`src/rtl/flash_op_sequencer.sv`:
```
// flash_op_sequencer: expands one NAND request (read/program/erase/reset)
// into a timed stream of 8-bit micro-ops and watches the selected die's rb.
// Ports: clock_100/rst (sync, active-high); req_valid/req_ready/req_op/
// req_chip/req_addr request side; cmd/addr_byte/ce micro-op side;
// rb1_ctrl/rb2_ctrl die ready/busy; done/err completion report.
module flash_op_sequencer #(
    parameter int unsigned CMD_HOLD       = 4,
    parameter int unsigned XFER_CYCLES    = 2048,
    parameter int unsigned TWB_CYCLES     = 16,
    parameter int unsigned TIMEOUT_CYCLES = 1048576
) (
    input  logic        clock_100,
    input  logic        rst,
    input  logic        req_valid,
    output logic        req_ready,
    input  logic [1:0]  req_op,
    input  logic        req_chip,
    input  logic [39:0] req_addr,
    output logic [7:0]  cmd,
    output logic [7:0]  addr_byte,
    output logic        ce,
    input  logic        rb1_ctrl,
    input  logic        rb2_ctrl,
    output logic        done,
    output logic        err
);

    localparam int unsigned CNT_W = 21;

    typedef enum logic [2:0] {
        S_IDLE, S_CMD, S_ADDR, S_DATA, S_WBUSY, S_WREADY, S_DONE
    } state_e;

    typedef struct packed {
        state_e     st;
        logic [4:0] idx;
    } step_t;

    state_e             state_q, state_d;
    logic [3:0]         step_q, step_d;
    logic [CNT_W-1:0]   cnt_q, cnt_d;
    logic [1:0]         op_q, op_d;
    logic               chip_q, chip_d;
    logic [39:0]        addr_q, addr_d;
    logic               err_q, err_d;
    logic               advance;
    logic               rb;
    step_t              cur;

    // Per-op micro-op list; anything past the end of a list is DONE.
    function automatic step_t step_at(input logic [1:0] op, input logic [3:0] s);
        step_t r;
        r.st  = S_DONE;
        r.idx = 5'd0;
        unique case (op)
            2'd0: begin
                if (s == 4'd0) begin r.st = S_CMD; r.idx = 5'd0; end
                else if (s <= 4'd5) begin r.st = S_ADDR; r.idx = {1'b0, s - 4'd1}; end
                else if (s == 4'd6) begin r.st = S_CMD; r.idx = 5'd1; end
                else if (s == 4'd7) r.st = S_WBUSY;
                else if (s == 4'd8) r.st = S_WREADY;
                else if (s == 4'd9) begin r.st = S_DATA; r.idx = 5'd0; end
            end
            2'd1: begin
                if (s == 4'd0) begin r.st = S_CMD; r.idx = 5'd2; end
                else if (s <= 4'd5) begin r.st = S_ADDR; r.idx = {1'b0, s - 4'd1}; end
                else if (s == 4'd6) begin r.st = S_DATA; r.idx = 5'd1; end
                else if (s == 4'd7) begin r.st = S_CMD; r.idx = 5'd3; end
                else if (s == 4'd8) r.st = S_WBUSY;
                else if (s == 4'd9) r.st = S_WREADY;
            end
            2'd2: begin
                if (s == 4'd0) begin r.st = S_CMD; r.idx = 5'd4; end
                else if (s <= 4'd3) begin r.st = S_ADDR; r.idx = {1'b0, s + 4'd1}; end
                else if (s == 4'd4) begin r.st = S_CMD; r.idx = 5'd5; end
                else if (s == 4'd5) r.st = S_WBUSY;
                else if (s == 4'd6) r.st = S_WREADY;
            end
            2'd3: begin
                if (s == 4'd0) begin r.st = S_CMD; r.idx = 5'd6; end
                else if (s == 4'd1) r.st = S_WBUSY;
                else if (s == 4'd2) r.st = S_WREADY;
            end
        endcase
        return r;
    endfunction

    assign cur = step_at(op_q, step_q);
    assign rb  = chip_q ? rb2_ctrl : rb1_ctrl;

    always_ff @(posedge clock_100) begin
        if (rst) begin
            state_q <= S_IDLE;
            step_q  <= '0;
            cnt_q   <= '0;
            op_q    <= '0;
            chip_q  <= 1'b0;
            addr_q  <= '0;
            err_q   <= 1'b0;
        end else begin
            state_q <= state_d;
            step_q  <= step_d;
            cnt_q   <= cnt_d;
            op_q    <= op_d;
            chip_q  <= chip_d;
            addr_q  <= addr_d;
            err_q   <= err_d;
        end
    end

    always_comb begin
        state_d = state_q;
        step_d  = step_q;
        cnt_d   = cnt_q + CNT_W'(1);
        op_d    = op_q;
        chip_d  = chip_q;
        addr_d  = addr_q;
        err_d   = err_q;
        advance = 1'b0;
        unique case (state_q)
            S_IDLE: begin
                cnt_d = '0;
                if (req_valid) begin
                    op_d    = req_op;
                    chip_d  = req_chip;
                    addr_d  = req_addr;
                    err_d   = 1'b0;
                    step_d  = '0;
                    state_d = S_CMD;
                end
            end
            S_CMD, S_ADDR: begin
                if (cnt_q == CNT_W'(CMD_HOLD - 1)) advance = 1'b1;
            end
            S_DATA: begin
                if (cnt_q == CNT_W'(XFER_CYCLES - 1)) advance = 1'b1;
            end
            S_WBUSY: begin
                // A die that never drops rb is treated as already finished.
                if (!rb || cnt_q == CNT_W'(TWB_CYCLES - 1)) advance = 1'b1;
            end
            S_WREADY: begin
                if (rb) begin
                    advance = 1'b1;
                end else if (cnt_q == CNT_W'(TIMEOUT_CYCLES - 1)) begin
                    // Jump straight to DONE so a read skips its data burst.
                    state_d = S_DONE;
                    err_d   = 1'b1;
                    cnt_d   = '0;
                end
            end
            S_DONE: begin
                state_d = S_IDLE;
                step_d  = '0;
                cnt_d   = '0;
            end
            default: state_d = S_IDLE;
        endcase
        if (advance) begin
            step_d  = step_q + 4'd1;
            state_d = step_at(op_q, step_q + 4'd1).st;
            cnt_d   = '0;
        end
    end

    always_comb begin
        cmd       = 8'h00;
        addr_byte = 8'h00;
        unique case (state_q)
            S_CMD:  cmd = {2'b01, chip_q, cur.idx};
            S_ADDR: begin
                cmd       = {2'b10, chip_q, cur.idx};
                addr_byte = 8'(addr_q >> {cur.idx[2:0], 3'b000});
            end
            S_DATA: cmd = {2'b11, chip_q, cur.idx};
            default: cmd = 8'h00;
        endcase
    end

    assign req_ready = (state_q == S_IDLE);
    assign ce        = (state_q != S_IDLE) && (state_q != S_DONE);
    assign done      = (state_q == S_DONE);
    assign err       = done & err_q;

endmodule

```
`config.mk`:
```
export PLATFORM = sky130hd
export DESIGN_NAME = flash_op_sequencer
export DESIGN_NICKNAME = d
export VERILOG_FILES = /design/src/rtl/flash_op_sequencer.sv
export SDC_FILE = /design/constraint.sdc
export NUM_CORES = 1
export LEC_CHECK = 0
export BUFFER_PORTS_ARGS = -buffer_cell sky130_fd_sc_hd__buf_2
export CORE_AREA = 2 2 118 120
export CTS_CLUSTER_SIZE = 20
export DETAILED_ROUTE_END_ITERATION = 16
export DIE_AREA = 0 0 120 122
export MAX_ROUTING_LAYER = met4
export PLACE_DENSITY = 0.47
export SLEW_MARGIN = 20
export SYNTH_ARGS = -nofsm -noshare
export SYNTH_HDL_FRONTEND = slang
export SYNTH_SLANG_ARGS = --single-unit
```
`constraint.sdc`:
```
create_clock -name clock_100 -period 3.95 [get_ports clock_100]
set_input_delay 0.79 -clock clock_100 [delete_from_list [all_inputs] [get_ports clock_100]]
set_output_delay 0.79 -clock clock_100 [all_outputs]
set_load 0.1 [all_outputs]
```
==> results.sh <==
export IMPL_worstPathCellList="inv_2 -> ha_4 -> nor2b_1 -> or4_1 -> a221oi_4 -> buf_12 -> a2111oi_2 -> buf_4 -> a2bb2oi_1 -> o21ai_1 -> buf_12"
export IMPL_grt_ovfl_total=0
export IMPL_synth_fp_nets=558
export IMPL_reg2reg_to="state_q[0]"
export IMPL_cts_tree="done"
export IMPL_yosys_warnings=0
export IMPL_relSlewSlack_pct=35.53
export IMPL_ys_flop_type="dfxtp_1"
export IMPL_layout_common_cells="109 x nand2_1, 70 x dfxtp_1, 58 x buf_2"
export IMPL_critPathSlowestCell="or4_1"
export IMPL_drtPass1Iterations=5
export IMPL_startpoint_type="flop"
export IMPL_switching_share_pct=43.88
export IMPL_cts_made_buffers=9
export IMPL_cts_max_path_buffers=2
export IMPL_power_switching_mw=1.383
export IMPL_yosysTopAreaCell="dfxtp_1"
export IMPL_yosysTopAreaCellShare_pct=36.69
export IMPL_ioPinCount=68
export IMPL_drcViolationCount=0
export IMPL_ant_nets=0
export IMPL_rows=43
export IMPL_netlist_area_sq_um=3929
export IMPL_crit_arrival_ps=3010
export IMPL_r2r_start="step_q[2]"
export IMPL_ys_ff_latch=72
export IMPL_ff2ff_path_depth=7
export IMPL_r2r_slack_ps=1470
export IMPL_die_h_um=122
export IMPL_p_leak_nw=1.827
export IMPL_grt_pass1_vias=3470
export IMPL_hold_start="addr_q[15]"
export IMPL_design_area_sq_um=4975
export IMPL_ys_async_sr_fraction_pct=0
export IMPL_avgSynthCellArea_sq_um=7.826
export IMPL_die_area_sq_um=14640
export IMPL_path_max_fanout=8
export IMPL_antenna_found_initial=1
export IMPL_period_share_pct=96.21
export IMPL_p_int_mw=1.769
export IMPL_hold_viol_final=0
export IMPL_cts_sinks=72
export IMPL_outcome="finished, final reports clean"
export IMPL_cp_common_cell="buf_12"
export IMPL_slowest_delay_ps=530
export IMPL_max_freq_mhz=263.1
export IMPL_crit_buf_inv=4
export IMPL_area_growth_pct=26.62
export IMPL_fillCellCount=1391
export IMPL_final_common_cell="nand2_1"
export IMPL_seqPwrFrac_pct=31.2
export IMPL_numPortBuffers=66
export IMPL_peakVddDrop_uv=279.3
export IMPL_period_needed_ps=3800
export IMPL_vias=3678
export IMPL_final_nets=619
export IMPL_cts_root_buf="clkbuf_16"
export IMPL_place_gp_congestion=0.8387
export IMPL_coreArea_sq_um=13500
export IMPL_hold_buffers=0
export IMPL_synth_edff_count=0
export IMPL_drt_wirelength_per_cell_um=14.84
export IMPL_finalClockSkew_ps=7.138
export IMPL_hold_path_cell_count=2
export IMPL_wirelength_mm=11.12
export IMPL_synth_area_leaders="dfxtp_1 37%, nand2_1 10%, a21oi_1 6.9%"
export IMPL_die_w_um=120
export IMPL_crit_type="flop to primary output"
export IMPL_clk_pin_slew_ps=60
export IMPL_cts_max_level=3
export IMPL_layout_drive_gt1_share_pct=23.06
export IMPL_drt_iter0_drc=223
export IMPL_timing_hold_ws_ps=454.8
export IMPL_power_density_nw_per_um2=633.7
export IMPL_grt_first_pass_wirelength_mm=17.84
export IMPL_p_clk_share_pct=24.6
export IMPL_hold_end="addr_q[15]"
export IMPL_maxCapViolations=0
export IMPL_setup_viol=0
export IMPL_syn_inst=502
export IMPL_critPathRequiredTime_ps=3160
export IMPL_grt_usage_pct=15.91
export IMPL_crit_family="compound AO/OA/AOI/OAI gates"
export IMPL_cp_end_kind="primary output"
export IMPL_grt_max_degree=53
export IMPL_vias_per_cell=4.911
export IMPL_pwr_share_comb_pct=44.1
export IMPL_tightest_slew_ps=967.1
export IMPL_ys_types=57
export IMPL_slew_violations=0
export IMPL_insertion_delay_ps=340
export IMPL_ys_seq_area_share_pct=36.69
export IMPL_start_util_pct=29.09
export IMPL_hpwl_mm=7.656
export IMPL_placedInstanceArea_sq_um=4548
export IMPL_hold_path_class="flop to flop"
cell families after synthesis:
logic type / count (synthesis) / synth area share (%)
AOI/OAI and AO/OA: 102 / 16.97
xor gates and xnor gates: 24 / 5.351
adders and majority gates: 8 / 2.548
buffers and inverters: 45 / 5.478
DFF: 72 / 36.69
muxes: 22 / 5.605
other: 1 / 0.09545
and+or+nand+nor: 228 / 27.26
layout make-up:
class                           count  area [sq um]  area share [%]
Antenna cell                        1         2.502         0.05030
Clock buffer                       11         252.7           5.080
Clock inverter                      5         31.28          0.6288
Inverter                           11         45.04          0.9054
Multi-Input combinational cell    385          2356           47.36
Sequential cell                    72          1446           29.07
Tap cell                          180         225.2           4.527
Timing Repair Buffer               84         615.6           12.37
worst max path at each step:
stage / slack [ps] / cells past startpoint / startpoint / to
finish: 150 / 11 / step_q[1] / addr_byte[0]
CTS: 20 / 10 / step_q[0] / addr_byte[1]
floorplan: -420 / 9 / step_q[0] / addr_byte[0]
global route: -4 / 11 / step_q[1] / addr_byte[0]
detailed placement: 210 / 10 / step_q[0] / addr_byte[1]
global placement: 310 / 10 / step_q[0] / addr_byte[0]
stage by stage:
| stage | setup TNS, ps | total power, mW | util, % | setup slack (ps) | cells |
|---|---|---|---|---|---|
| 2_1_floorplan | -415.5 | 2.015 | - | -415.5 | 502 |
| 6_report | 0 | 3.152 | 36.84 | 149.6 | 749 |
| 3_5_place_dp | 0 | 2.306 | 33.68 | 208.3 | 721 |
| 4_1_cts | 0 | 3.130 | 36.18 | 22.95 | 743 |
| 3_3_place_gp | 0 | 2.290 | 33.68 | 311.7 | 721 |
| 5_1_grt | -4.491 | 3.349 | 36.84 | -4.491 | 749 |
Yosys cell counts, types with 3 or more instances:
library cell and instances:
nor2_1 45, inv_1 11, a31oi_1 4, mux2i_1 22
nor3_1 13, clkbuf_1 18, nand2b_1 3, buf_1 3
ha_1 8, dfxtp_1 72, nor3b_1 3, or4b_2 3
nand4_1 12, nor4_1 7, nand2_1 109, a211oi_1 3
xor2_1 15, nor2b_1 3, o21ai_0 11, xnor2_1 9
or4_1 3, buf_2 9, a21oi_1 54, and2_1 4
a2bb2oi_1 8, nand3_1 11
flip-flops by register name, summed over array words and instances, names as in the netlist:
signal and count:
cnt_q 21, state_q 3, chip_q 1, addr_q 40, step_q 4, op_q 2, err_q 1
worst register-to-register path: stages, from the launching register on:
cell,delay [ps]
dfxtp_1,450
buf_4,240
nand3_1,160
xnor2_1,340
or4b_2,710
nand3_1,150
o311ai_4,120
a221oi_2,230
power by group through the flow:
stage	sequential, mW	clock [mW]	combinational [mW]
5_1_grt	1.00	0.829	1.52
3_5_place_dp	1.00	0	1.30
2_1_floorplan	0.921	0	1.09
3_3_place_gp	1.00	0	1.29
4_1_cts	0.989	0.798	1.34
6_report	0.985	0.777	1.39
metal layers:
metal	global-route usage, %	up-vias	share of wire (%)
met2	25.43	79	46
li1	-	1862	-
met5	-	-	0
met3	3.699	17	4.3
met4	5.221	0	1.9
met1	19.87	1720	47
timing repair:
item / 4_1_cts / 5_1_grt
cloned: 0 / 1
setup buffers: 6 / 4
gates resized for setup: 3 / 6
endpoints found under the setup margin: 8 / 9
pin swaps: 0 / 1
Power figures use the tool's default switching activity.
